<file path="src/rtl/matrix_stream_transpose_if.sv">
// Row-stream handshake bundle: row-serial input side and transposed-row output side.
interface matrix_stream_transpose_if #(
  parameter int unsigned N     = 3,
  parameter int unsigned D     = 3,
  parameter int unsigned WIDTH = 8
);
  logic                    in_valid;
  logic                    in_ready;
  logic [D-1:0][WIDTH-1:0] in_row;
  logic                    out_valid;
  logic                    out_ready;
  logic                    out_last;
  logic [N-1:0][WIDTH-1:0] out_row;

  // slave: the transpose block; master: the surrounding producer/consumer
  modport slave (
    input  in_valid, in_row, out_ready,
    output in_ready, out_valid, out_row, out_last
  );
  modport master (
    output in_valid, in_row, out_ready,
    input  in_ready, out_valid, out_row, out_last
  );
endinterface

</file>
<file path="src/rtl/matrix_stream_transpose.sv">
// Buffers an N x D matrix arriving one row per handshake, then emits its
// D x N transpose one row (= one input column) per handshake.
module matrix_stream_transpose #(
  parameter int unsigned N     = 3,
  parameter int unsigned D     = 3,
  parameter int unsigned WIDTH = 8
) (
  input  logic                       clk,
  input  logic                       reset,
  matrix_stream_transpose_if.slave   s,
  output logic                       busy_o,
  output logic                       done_o
);
  localparam int unsigned RW = (N > 1) ? $clog2(N) : 1;
  localparam int unsigned CW = (D > 1) ? $clog2(D) : 1;

  typedef enum logic [1:0] {IDLE = 2'd0, LOAD = 2'd1, EMIT = 2'd2} state_e;

  state_e                  state_q, state_d;
  logic [RW-1:0]           row_cnt_q, row_cnt_d;
  logic [CW-1:0]           col_cnt_q, col_cnt_d;
  logic                    done_q, done_d;
  logic [WIDTH-1:0]        buf_q [N][D];

  logic                    in_ready_c, out_valid_c, out_last_c, busy_c;
  logic [N-1:0][WIDTH-1:0] out_row_c;
  logic                    accept, handshake;

  assign accept    = s.in_valid & in_ready_c;
  assign handshake = out_valid_c & s.out_ready;

  // State register
  always_ff @(posedge clk or posedge reset) begin
    if (reset) begin
      state_q   <= IDLE;
      row_cnt_q <= '0;
      col_cnt_q <= '0;
      done_q    <= 1'b0;
    end else begin
      state_q   <= state_d;
      row_cnt_q <= row_cnt_d;
      col_cnt_q <= col_cnt_d;
      done_q    <= done_d;
    end
  end

  // Matrix buffer; rows are selected by constant compare to keep indices exact
  always_ff @(posedge clk or posedge reset) begin
    if (reset) begin
      for (int i = 0; i < int'(N); i++)
        for (int j = 0; j < int'(D); j++)
          buf_q[i][j] <= '0;
    end else if (accept) begin
      for (int i = 0; i < int'(N); i++)
        if (row_cnt_q == RW'(i))
          for (int j = 0; j < int'(D); j++)
            buf_q[i][j] <= s.in_row[j];
    end
  end

  // Next-state logic
  always_comb begin
    state_d   = state_q;
    row_cnt_d = row_cnt_q;
    col_cnt_d = col_cnt_q;
    done_d    = 1'b0;
    unique case (state_q)
      IDLE: state_d = LOAD;
      LOAD: begin
        if (accept) begin
          if (row_cnt_q == RW'(N - 1)) begin
            row_cnt_d = '0;
            state_d   = EMIT;
          end else begin
            row_cnt_d = row_cnt_q + RW'(1);
          end
        end
      end
      EMIT: begin
        if (handshake) begin
          if (out_last_c) begin
            col_cnt_d = '0;
            state_d   = LOAD;
            done_d    = 1'b1;
          end else begin
            col_cnt_d = col_cnt_q + CW'(1);
          end
        end
      end
      default: state_d = IDLE;
    endcase
  end

  // Output decode from state
  always_comb begin
    in_ready_c  = 1'b0;
    out_valid_c = 1'b0;
    busy_c      = 1'b0;
    unique case (state_q)
      LOAD: begin
        in_ready_c = 1'b1;
        busy_c     = 1'b1;
      end
      EMIT: begin
        out_valid_c = 1'b1;
        busy_c      = 1'b1;
      end
      default: ;
    endcase
  end

  // Column mux; forced to zero outside EMIT
  always_comb begin
    out_row_c  = '0;
    out_last_c = out_valid_c & (col_cnt_q == CW'(D - 1));
    if (out_valid_c) begin
      for (int i = 0; i < int'(N); i++)
        for (int j = 0; j < int'(D); j++)
          if (col_cnt_q == CW'(j))
            out_row_c[i] = buf_q[i][j];
    end
  end

  assign s.in_ready  = in_ready_c;
  assign s.out_valid = out_valid_c;
  assign s.out_last  = out_last_c;
  assign s.out_row   = out_row_c;
  assign busy_o      = busy_c;
  assign done_o      = done_q;

endmodule

</file>
<file path="src/flat_wrapper.sv">
// flat-port wrapper written by rule: the top's interface ports become plain ports
module matrix_stream_transpose_flat 
#(
  parameter int unsigned N     = 3,
  parameter int unsigned D     = 3,
  parameter int unsigned WIDTH = 8
)
  (clk, reset, busy_o, done_o, s_in_valid, s_in_row, s_out_ready, s_in_ready, s_out_valid, s_out_row, s_out_last);
  matrix_stream_transpose_if #(.N(N), .D(D), .WIDTH(WIDTH)) s_i ();
  input  logic clk;
  input  logic reset;
  output logic busy_o;
  output logic done_o;
  input wire logic [$bits(s_i.in_valid)-1:0] s_in_valid;
  input wire logic [$bits(s_i.in_row)-1:0] s_in_row;
  input wire logic [$bits(s_i.out_ready)-1:0] s_out_ready;
  output wire logic [$bits(s_i.in_ready)-1:0] s_in_ready;
  output wire logic [$bits(s_i.out_valid)-1:0] s_out_valid;
  output wire logic [$bits(s_i.out_row)-1:0] s_out_row;
  output wire logic [$bits(s_i.out_last)-1:0] s_out_last;
  assign s_i.in_valid = s_in_valid;
  assign s_i.in_row = s_in_row;
  assign s_i.out_ready = s_out_ready;
  assign s_in_ready = s_i.in_ready;
  assign s_out_valid = s_i.out_valid;
  assign s_out_row = s_i.out_row;
  assign s_out_last = s_i.out_last;
  matrix_stream_transpose #(.N(N), .D(D), .WIDTH(WIDTH)) u_core (.clk(clk), .reset(reset), .s(s_i), .busy_o(busy_o), .done_o(done_o));
endmodule
</file>
<file path="config.mk">
export PLATFORM = sky130hd
export DESIGN_NAME = matrix_stream_transpose_flat
export DESIGN_NICKNAME = d
export VERILOG_FILES = /design/src/rtl/matrix_stream_transpose_if.sv /design/src/rtl/matrix_stream_transpose.sv /design/src/flat_wrapper.sv
export SDC_FILE = /design/constraint.sdc
export NUM_CORES = 1
export LEC_CHECK = 0
export ABC_AREA = 1
export CORE_MARGIN = 3
export CORE_UTILIZATION = 45
export DETAILED_ROUTE_END_ITERATION = 10
export GPL_ROUTABILITY_DRIVEN = 1
export HOLD_SLACK_MARGIN = 0.05
export PLACE_DENSITY = 0.68
export SLEW_MARGIN = 10
export SYNTH_ARGS = -nofsm -noshare
export SYNTH_HDL_FRONTEND = slang
export SYNTH_SLANG_ARGS = --single-unit
</file>
<file path="constraint.sdc">
create_clock -name clk -period 2.86 [get_ports clk]
set_clock_uncertainty 0.05 [all_clocks]
set_input_delay 0.572 -clock clk [delete_from_list [all_inputs] [get_ports clk]]
set_output_delay 0.572 -clock clk [all_outputs]
set_load 0.02 [all_outputs]
</file>
Word-level counts from Yosys, hierarchy flattened --
Index checks and enable logic that the tools add are counted.
Word-level totals: bits in registers 79, output and inout bits 29, logic and storage cells 61
Operators by class: add/subtract/negate cells 2, equal/unequal tests 10, multiplexer cells 23, bitwise gates (word level) 3, reductions and logical operators 10
Operators with widths (count):
- 2-to-1 mux 8 bit | 9
- 2-to-1 mux 24 bit | 1
- 2-to-1 mux 2 bit | 6
- AND reduction 2 bit | 5
- == test 2 x 1 -> 1 bit (second input constant) | 3
- == test 2 bit (second input constant) | 3
- logical NOT 2 bit | 3
- 2-to-1 mux 1 bit | 6
- inequality test 2 x 1 -> 1 bit (second input constant) | 3
- case mux 2 bit (3 select lines) | 1
- adder 2 x 1 -> 2 bit (second input constant) | 2
- AND reduction 4 bit | 1
- bitwise AND 1 bit | 3
- inequality test 2 bit (second input constant) | 1
- OR reduction 2 bit | 1

Longest topological paths before layout --
Gate-level depths: netlist (run 1).
depth after elaboration 6, mapped depth 9

Worst setup path after synthesis (run 1) --
OpenSTA, ideal clock, no wires.
path type register to output, start point register u_core.state_q[0], end point output s_out_row[10], arrival 1.714 ns, path slack 0.524 ns, stages on the path, launching flop included 8, path buffers 1, cell sequence dfrtp_1 -> inv_1 -> ha_1 -> buf_2 -> inv_1 -> nor3_2 -> nand2_1 -> nand2_1
Between the ends: longest elaborated chain between the ends 3
Ends and longest elaborated chain:
- start: declaration | RTL line matrix_stream_transpose.sv:19 | state_e state_q, state_d;
- start signal: assignment | RTL line matrix_stream_transpose.sv:40 | state_q <= state_d;
- == test 2 bit | RTL line matrix_stream_transpose.sv:99 | unique case (state_q)
- 2-to-1 mux 1 bit | RTL line matrix_stream_transpose.sv:99
- via s_out_valid | RTL line flat_wrapper.sv:18 | output wire logic [$bits(s_i.out_valid)-1:0] s_out_valid;
- 2-to-1 mux 24 bit | RTL line matrix_stream_transpose.sv:116 | if (out_valid_c) begin
- end: declaration | RTL line flat_wrapper.sv:19 | output wire logic [$bits(s_i.out_row)-1:0] s_out_row;
The timed path passes the listed nets, and every way through them passes these cells.

Worst setup path in the final report (run 1) --
start point register u_core.state_q[0], end point output s_out_last
Between the ends: longest elaborated chain between the ends 3
Ends and longest elaborated chain:
- == test 2 bit | RTL line matrix_stream_transpose.sv:99
- 2-to-1 mux 1 bit | RTL line matrix_stream_transpose.sv:99
- bitwise AND 1 bit | RTL line matrix_stream_transpose.sv:115 | out_last_c = out_valid_c & (col_cnt_q == CW'(D - 1));
- end: declaration | RTL line flat_wrapper.sv:20 | output wire logic [$bits(s_i.out_last)-1:0] s_out_last;
No other way between the ends.

==> flow_metrics.env, run 1 <==
export IMPL_status="completed"
export IMPL_hp_start="u_core.buf_q[42]$_DFFE_PP0P_"
export IMPL_synth_enable_flop_cells=0
export IMPL_hold_path_class="register to register"
export IMPL_num_vias=3216
export IMPL_swShare_pct=38.96
export IMPL_synth_cell_area_mm2=0.003764
export IMPL_yosysUniqueCellTypes=20
export IMPL_r2r_start="u_core.state_q[1]$_DFFE_PP0P_"
export IMPL_combPwrFrac_pct=34.3
export IMPL_ys_warn_count=0
export IMPL_cts_tree="built"
export IMPL_cpMostUsedCell="inv_1"
export IMPL_synth_fa_ha_area_share_pct=1.662
export IMPL_synth_cells=463
export IMPL_grt_pass1_wl_mm=15.76
export IMPL_routedWlPerCell_um=14.65
export IMPL_setup_viol=0
export IMPL_max_stage_delay_ns=0.59
export IMPL_synth_top_family_by_area="simple AND/OR/NAND/NOR gates"
export IMPL_antenna_found_initial=0
export IMPL_clk_pin_slew_worst_paths_ns=0.08
export IMPL_drt_iter0_markers=178
export IMPL_synth_mux_area_share_pct=0
export IMPL_nNetsFinal=549
export IMPL_async_flop_share_pct=100.0
export IMPL_power_total_mw=4.202
export IMPL_cts_made_buffers=9
export IMPL_insertion_delay_ns=0.36
export IMPL_start_util_pct=47.47
export IMPL_place_gp_congestion=0.8620
export IMPL_drtAntennaViolNets=0
export IMPL_h_tree_depth=3
export IMPL_port_buffers=56
export IMPL_grt_max_degree=80
export IMPL_clockBufferDepth=2
export IMPL_grt_use_total_pct=20.41
export IMPL_reg2reg_slack_ns=0.91
export IMPL_p_switching_mw=1.637
export IMPL_period_share_pct=98.37
export IMPL_synthFlopType="dfrtp_1"
export IMPL_dp_hpwl_mm=6.309
export IMPL_finalMaxSlewViolations=0
export IMPL_overflow=0
export IMPL_rows=32
export IMPL_relSlewSlack_pct=65.18
export IMPL_clkPwrFrac_pct=18.8
export IMPL_cp_required_ns=2.24
export IMPL_synthSimpleGateAreaFrac_pct=25.07
export IMPL_totalWireLength_mm=9.124
export IMPL_whs_ns=0.4380
export IMPL_whs_path_depth=2
export IMPL_die_h_um=97.45
export IMPL_fp_dieW_um=97.45
export IMPL_grt_pass1_vias=3277
export IMPL_synth_fp_nets=496
export IMPL_ys_seq_elements=79
export IMPL_path_cells="inv_1, ha_1, inv_1, nor3_4, buf_4, clkdlybuf4s50_1"
export IMPL_crit_fanout=5
export IMPL_final_hold_viol_count=0
export IMPL_synth_xor_area_share_pct=0
export IMPL_rr_endpoint="u_core.buf_q[33]$_DFFE_PP0P_"
export IMPL_area_growth_pct=23.44
export IMPL_cts_root_buf="clkbuf_8"
export IMPL_drc=0
export IMPL_worstMarginPinSlew_ns=0.5217
export IMPL_cp_slowest_cell="clkdlybuf4s50_1"
export IMPL_fmax_mhz=355.4
export IMPL_syn_avg_cell_area_um2=8.129
export IMPL_ir_drop_uv=374.8
export IMPL_min_to="u_core.buf_q[42]$_DFFE_PP0P_"
export IMPL_hold_buffers=0
export IMPL_ys_seq_area_share_pct=52.53
export IMPL_dieArea_mm2=0.009497
export IMPL_n_antenna_cell=0
export IMPL_arrival_ns=2.19
export IMPL_post_route_min_period_ns=2.813
export IMPL_r2r_cells=7
export IMPL_tns_ns=0
export IMPL_pwr_share_seq_pct=46.8
export IMPL_cp_end_kind="output pin"
export IMPL_ios=57
export IMPL_first_pass_iters=5
export IMPL_vias_per_cell=5.162
export IMPL_cp_start_kind="register"
export IMPL_grt_setup_unrepaired="true"
export IMPL_power_density_mw_per_mm2=904.5
export IMPL_cap_violations=0
export IMPL_synth_compound_area_share_pct=10.74
export IMPL_p_leak_nw=2.434
export IMPL_core_area_mm2=0.007928
export IMPL_cts_sinks=79
export IMPL_layout_drive_gt1_share_pct=9.213
export IMPL_worstSetupPathType="register to output pin"
export IMPL_intPower_mw=2.565
## layout make-up
cell class | count | area [µm²]
clock buffer | 11 | 151.4
clock inverter | 5 | 38.79
fill | 738 | 3282
inverter | 53 | 203.9
multi-input combinational | 302 | 1416
sequential | 79 | 1979
tap | 102 | 127.6
timing repair buffer | 71 | 728.2
## flip-flops by register name, summed over array words and instances (netlist names)
register / flops
u_core.buf_q: 72
u_core.col_cnt_q: 2
u_core.done_o: 1
u_core.row_cnt_q: 2
u_core.state_q: 2
## worst max-delay path by stage
stage	startpoint	endpoint	slack, ns
final	u_core.state_q[0]$_DFFE_PP0P_	s_out_last	0.05
after global routing	u_core.state_q[0]$_DFFE_PP0P_	s_out_last	-0.03
after CTS	u_core.col_cnt_q[0]$_DFFE_PP0P_	s_out_row[8]	-0.002
after detailed placement	u_core.col_cnt_q[0]$_DFFE_PP0P_	s_out_row[10]	0.31
after global placement	u_core.col_cnt_q[0]$_DFFE_PP0P_	s_out_row[17]	0.36
after floorplan	reset	u_core.buf_q[0]$_DFFE_PP0P_	0.21
## worst max-delay path: cells and delay by family (launching register included)
kind | cells | cell delay, ns
AND/OR/NAND/NOR | 1 | 0.24
buffers and inverters | 4 | 0.96
adder cells (fa/ha/maj) | 1 | 0.21
flip-flops | 1 | 0.43
## per-layer routing
| metal | vias to the layer above | GRT usage, % | wire (µm) |
|---|---|---|---|
| li1 | 1582 | - | - |
| met1 | 1515 | 28.88 | 4202 |
| met2 | 114 | 31.79 | 4242 |
| met3 | 5 | 5.384 | 651 |
| met4 | 0 | 4.260 | 28 |
| met5 | - | 0 | 0 |
## Yosys cell counts, types with 5 or more instances
| library cell | instances | area, µm² |
|---|---|---|
| nand2_1 | 143 | 536.8 |
| dfrtp_1 | 79 | 1977 |
| nand3_1 | 68 | 340.3 |
| o21ai_0 | 57 | 285.3 |
| inv_1 | 50 | 187.7 |
| o21ai_1 | 12 | 60.06 |
| buf_2 | 10 | 50.05 |
| clkbuf_1 | 7 | 26.28 |
| buf_4 | 5 | 37.54 |
| buf_6 | 5 | 56.30 |
| ha_1 | 5 | 62.56 |
| o21ai_2 | 5 | 43.79 |
## power by group through the flow
stage               clock [mW]  sequential (mW)  combinational (mW)
floorplan                    0             1.83                1.11
global placement             0             1.96                1.39
detailed placement           0             1.96                1.44
CTS                      0.812             1.95                1.45
global route             0.857             2.03                1.66
finish                   0.791             1.97                1.44
## placed cells by master, fill, tap and decap left out, types with 3 or more instances in the layout
cell type,netlist,routed
nand2_1,143,143
dfrtp_1,79,77
nand3_1,68,68
o21ai_0,57,57
clkdlybuf4s50_1,0,52
inv_1,50,49
o21ai_1,12,12
clkbuf_8,0,11
buf_4,5,10
o21ai_2,5,5
ha_1,5,5
dlymetal6s2s_1,0,4
a21oi_1,3,3
nor2_1,3,3
buf_12,0,3
## through the flow
step                      utilization, %  instance area (µm²)  cells  worst slack [ns]
final                              58.60                 4646    623           0.04665
after global routing               58.60                 4646    623          -0.03401
after CTS                          58.13                 4608    621         -0.001616
after detailed placement           55.62                 4409    605            0.3054
after global placement             55.62                 4409    605            0.3575
after floorplan                        -                 3764    463            0.2146
## timing repair
| item | 4_1_cts | 5_1_grt |
|---|---|---|
| endpoints found under the setup margin | 7 | 24 |
| setup buffers | 0 | 2 |
| gates resized for setup | 2 | 10 |
| gates cloned | 0 | 0 |
| endpoints found under the hold margin | 0 | 0 |
## cell families after synthesis
kind of cell | after synthesis
simple gates | 220
buf+inv | 82
flops | 79
compound gates | 77
fa+ha+maj | 5
No activity file was read; power rests on OpenSTA's default activity.
==> inputs of run 2 (changes only) <==
==> constraint.sdc (replaced) <==
create_clock -name clk -period 3.5 [get_ports clk]
set_clock_uncertainty 0.05 [all_clocks]
set_input_delay 0.7 -clock clk [delete_from_list [all_inputs] [get_ports clk]]
set_output_delay 0.7 -clock clk [all_outputs]
set_load 0.02 [all_outputs]
==> flow_metrics.env, run 2 (same netlist as run 1, synthesis figures left out) <==
export IMPL_clk_pin_slew_worst_paths_ns=0.08
export IMPL_crit_fanout=16
export IMPL_drtAntennaViolNets=0
export IMPL_tns_ns=0
export IMPL_grt_setup_unrepaired="false"
export IMPL_r2r_start="u_core.state_q[1]$_DFFE_PP0P_"
export IMPL_dp_hpwl_mm=6.290
export IMPL_cp_end_kind="output pin"
export IMPL_final_common_cell="nand2_1"
export IMPL_core_area_mm2=0.007928
export IMPL_start_util_pct=47.47
export IMPL_cts_setup_buffers=0
export IMPL_fmax_mhz=311.9
export IMPL_whs_path_depth=2
export IMPL_regMostFlops="u_core.buf_q"
export IMPL_grt_util_met1_pct=28.75
export IMPL_die_h_um=97.45
export IMPL_clkPwrFrac_pct=19.4
export IMPL_cts_root_buf="clkbuf_8"
export IMPL_grt_pass1_wl_mm=15.46
export IMPL_hold_buffers=0
export IMPL_period_share_pct=91.60
export IMPL_grt_max_degree=50
export IMPL_p_switching_mw=1.323
export IMPL_layout_drive_gt1_share_pct=7.588
export IMPL_cpMostUsedCell="nand2_1"
export IMPL_num_vias=3168
export IMPL_min_to="u_core.buf_q[34]$_DFFE_PP0P_"
export IMPL_combPwrFrac_pct=33.5
export IMPL_cap_violations=0
export IMPL_grtUsageMet2_pct=30.42
export IMPL_worstMarginPinSlew_ns=0.9508
export IMPL_dieArea_mm2=0.009497
export IMPL_cp_start_kind="register"
export IMPL_largest_reg_flops=72
export IMPL_worstSetupPathType="register to output pin"
export IMPL_rows=32
export IMPL_first_pass_iters=5
export IMPL_cts_tree="built"
export IMPL_pwr_share_seq_pct=47.1
export IMPL_cp_required_ns=2.75
export IMPL_area_growth_pct=20.15
export IMPL_fp_dieW_um=97.45
export IMPL_final_cell_mix="143 x nand2_1, 79 x dfrtp_1, 68 x nand3_1"
export IMPL_final_cell_area_mm2=0.004522
export IMPL_p_leak_nw=2.313
export IMPL_post_route_min_period_ns=3.206
export IMPL_antenna_found_initial=0
export IMPL_path_cells="nor2_2, buf_4, nand2_1, nand3_1, nand2_1, inv_1, clkdlybuf4s50_1"
export IMPL_insertion_delay_ns=0.35
export IMPL_clockBufferDepth=2
export IMPL_final_hold_viol_count=0
export IMPL_port_buffers=56
export IMPL_reg2reg_slack_ns=1.30
export IMPL_place_gp_congestion=0.8838
export IMPL_rr_endpoint="u_core.buf_q[56]$_DFFE_PP0P_"
export IMPL_power_density_mw_per_mm2=748.3
export IMPL_routedWlPerCell_um=15.06
export IMPL_cts_sinks=79
export IMPL_overflow=0
export IMPL_hold_path_class="register to register"
export IMPL_cts_made_buffers=9
export IMPL_intPower_mw=2.061
export IMPL_setup_viol=0
export IMPL_n_antenna_cell=0
export IMPL_r2r_cells=6
export IMPL_arrival_ns=2.46
export IMPL_global_route_peak_usage_layer="met2"
export IMPL_hp_start="u_core.buf_q[34]$_DFFE_PP0P_"
export IMPL_grt_use_total_pct=20.25
export IMPL_vias_per_cell=5.143
export IMPL_placed_cell_area_mm2=0.004334
export IMPL_nNetsFinal=542
export IMPL_ir_drop_uv=311.2
export IMPL_grt_pass1_vias=3114
export IMPL_max_stage_delay_ns=0.59
export IMPL_status="completed"
export IMPL_swShare_pct=39.09
export IMPL_drt_iter0_markers=236
export IMPL_totalWireLength_mm=9.277
export IMPL_drc=0
export IMPL_cp_slowest_cell="clkdlybuf4s50_1"
export IMPL_relSlewSlack_pct=36.54
export IMPL_h_tree_depth=3
export IMPL_met3_usage_pct=3.733
export IMPL_finalMaxSlewViolations=0
export IMPL_ios=57
export IMPL_ctsResizeCount=0
export IMPL_final_core_util_pct=57.04
[run 2: changes by cell type in the layout (fill, tap and decap cells not counted), sizes merged]
cell,change
clkinv,+4
clkbuf,-2
clkinvlp,-1
dlymetal6s2s,-4
clkdlybuf4s50,+4
buf,-7
inv,-2
bufinv,+1
[run 2: worst max-delay path by stage]
stage / from / to / cells past startpoint
after floorplan: reset / u_core.buf_q[0]$_DFFE_PP0P_ / 1
after global placement: u_core.col_cnt_q[1]$_DFFE_PP0P_ / s_out_row[23] / 7
after detailed placement: u_core.col_cnt_q[1]$_DFFE_PP0P_ / s_out_row[23] / 7
after CTS: u_core.col_cnt_q[1]$_DFFE_PP0P_ / s_out_row[23] / 7
after global routing: u_core.col_cnt_q[1]$_DFFE_PP0P_ / s_out_row[15] / 7
final: u_core.col_cnt_q[1]$_DFFE_PP0P_ / s_out_row[23] / 7
[run 2: metal layers]
layer	part of all wire [%]	vias to the layer above
met1	47	1486
met2	45	100
li1	-	1563
met4	2.7	0
met5	0	-
met3	5.5	19
[run 2: area by class of cell]
class,count,area (µm²)
sequential,79,1977
timing repair buffer,64,620.6
tap,102,127.6
fill,755,3406
clock inverter,7,63.81
inverter,53,198.9
clock buffer,9,123.9
multi-input combinational,302,1410
[run 2: critical path: cells and delay by family, from the launching register on]
family | cells | cell delay [ns]
buffers and inverters | 3 | 0.96
flip-flops | 1 | 0.52
AND/OR/NAND/NOR | 4 | 0.62
[run 2: power groups by stage]
stage               Sequential [mW]  Clock, mW  Combinational [mW]
detailed placement             1.60          0                1.14
global route                   1.64      0.707                1.30
global placement               1.60          0                1.11
finish                         1.59      0.658                1.13
CTS                            1.59      0.670                1.14
floorplan                      1.50          0               0.907
[run 2: per-stage QoR]
step	total power [mW]	setup WS [ns]	instances	hold WS, ns
floorplan	2.403	0.7266	463	0.4034
global placement	2.702	0.7159	600	0.4182
detailed placement	2.734	0.6978	600	0.4235
CTS	3.398	0.2824	616	0.4414
global route	3.650	0.1184	616	0.4513
finish	3.384	0.2939	616	0.4412
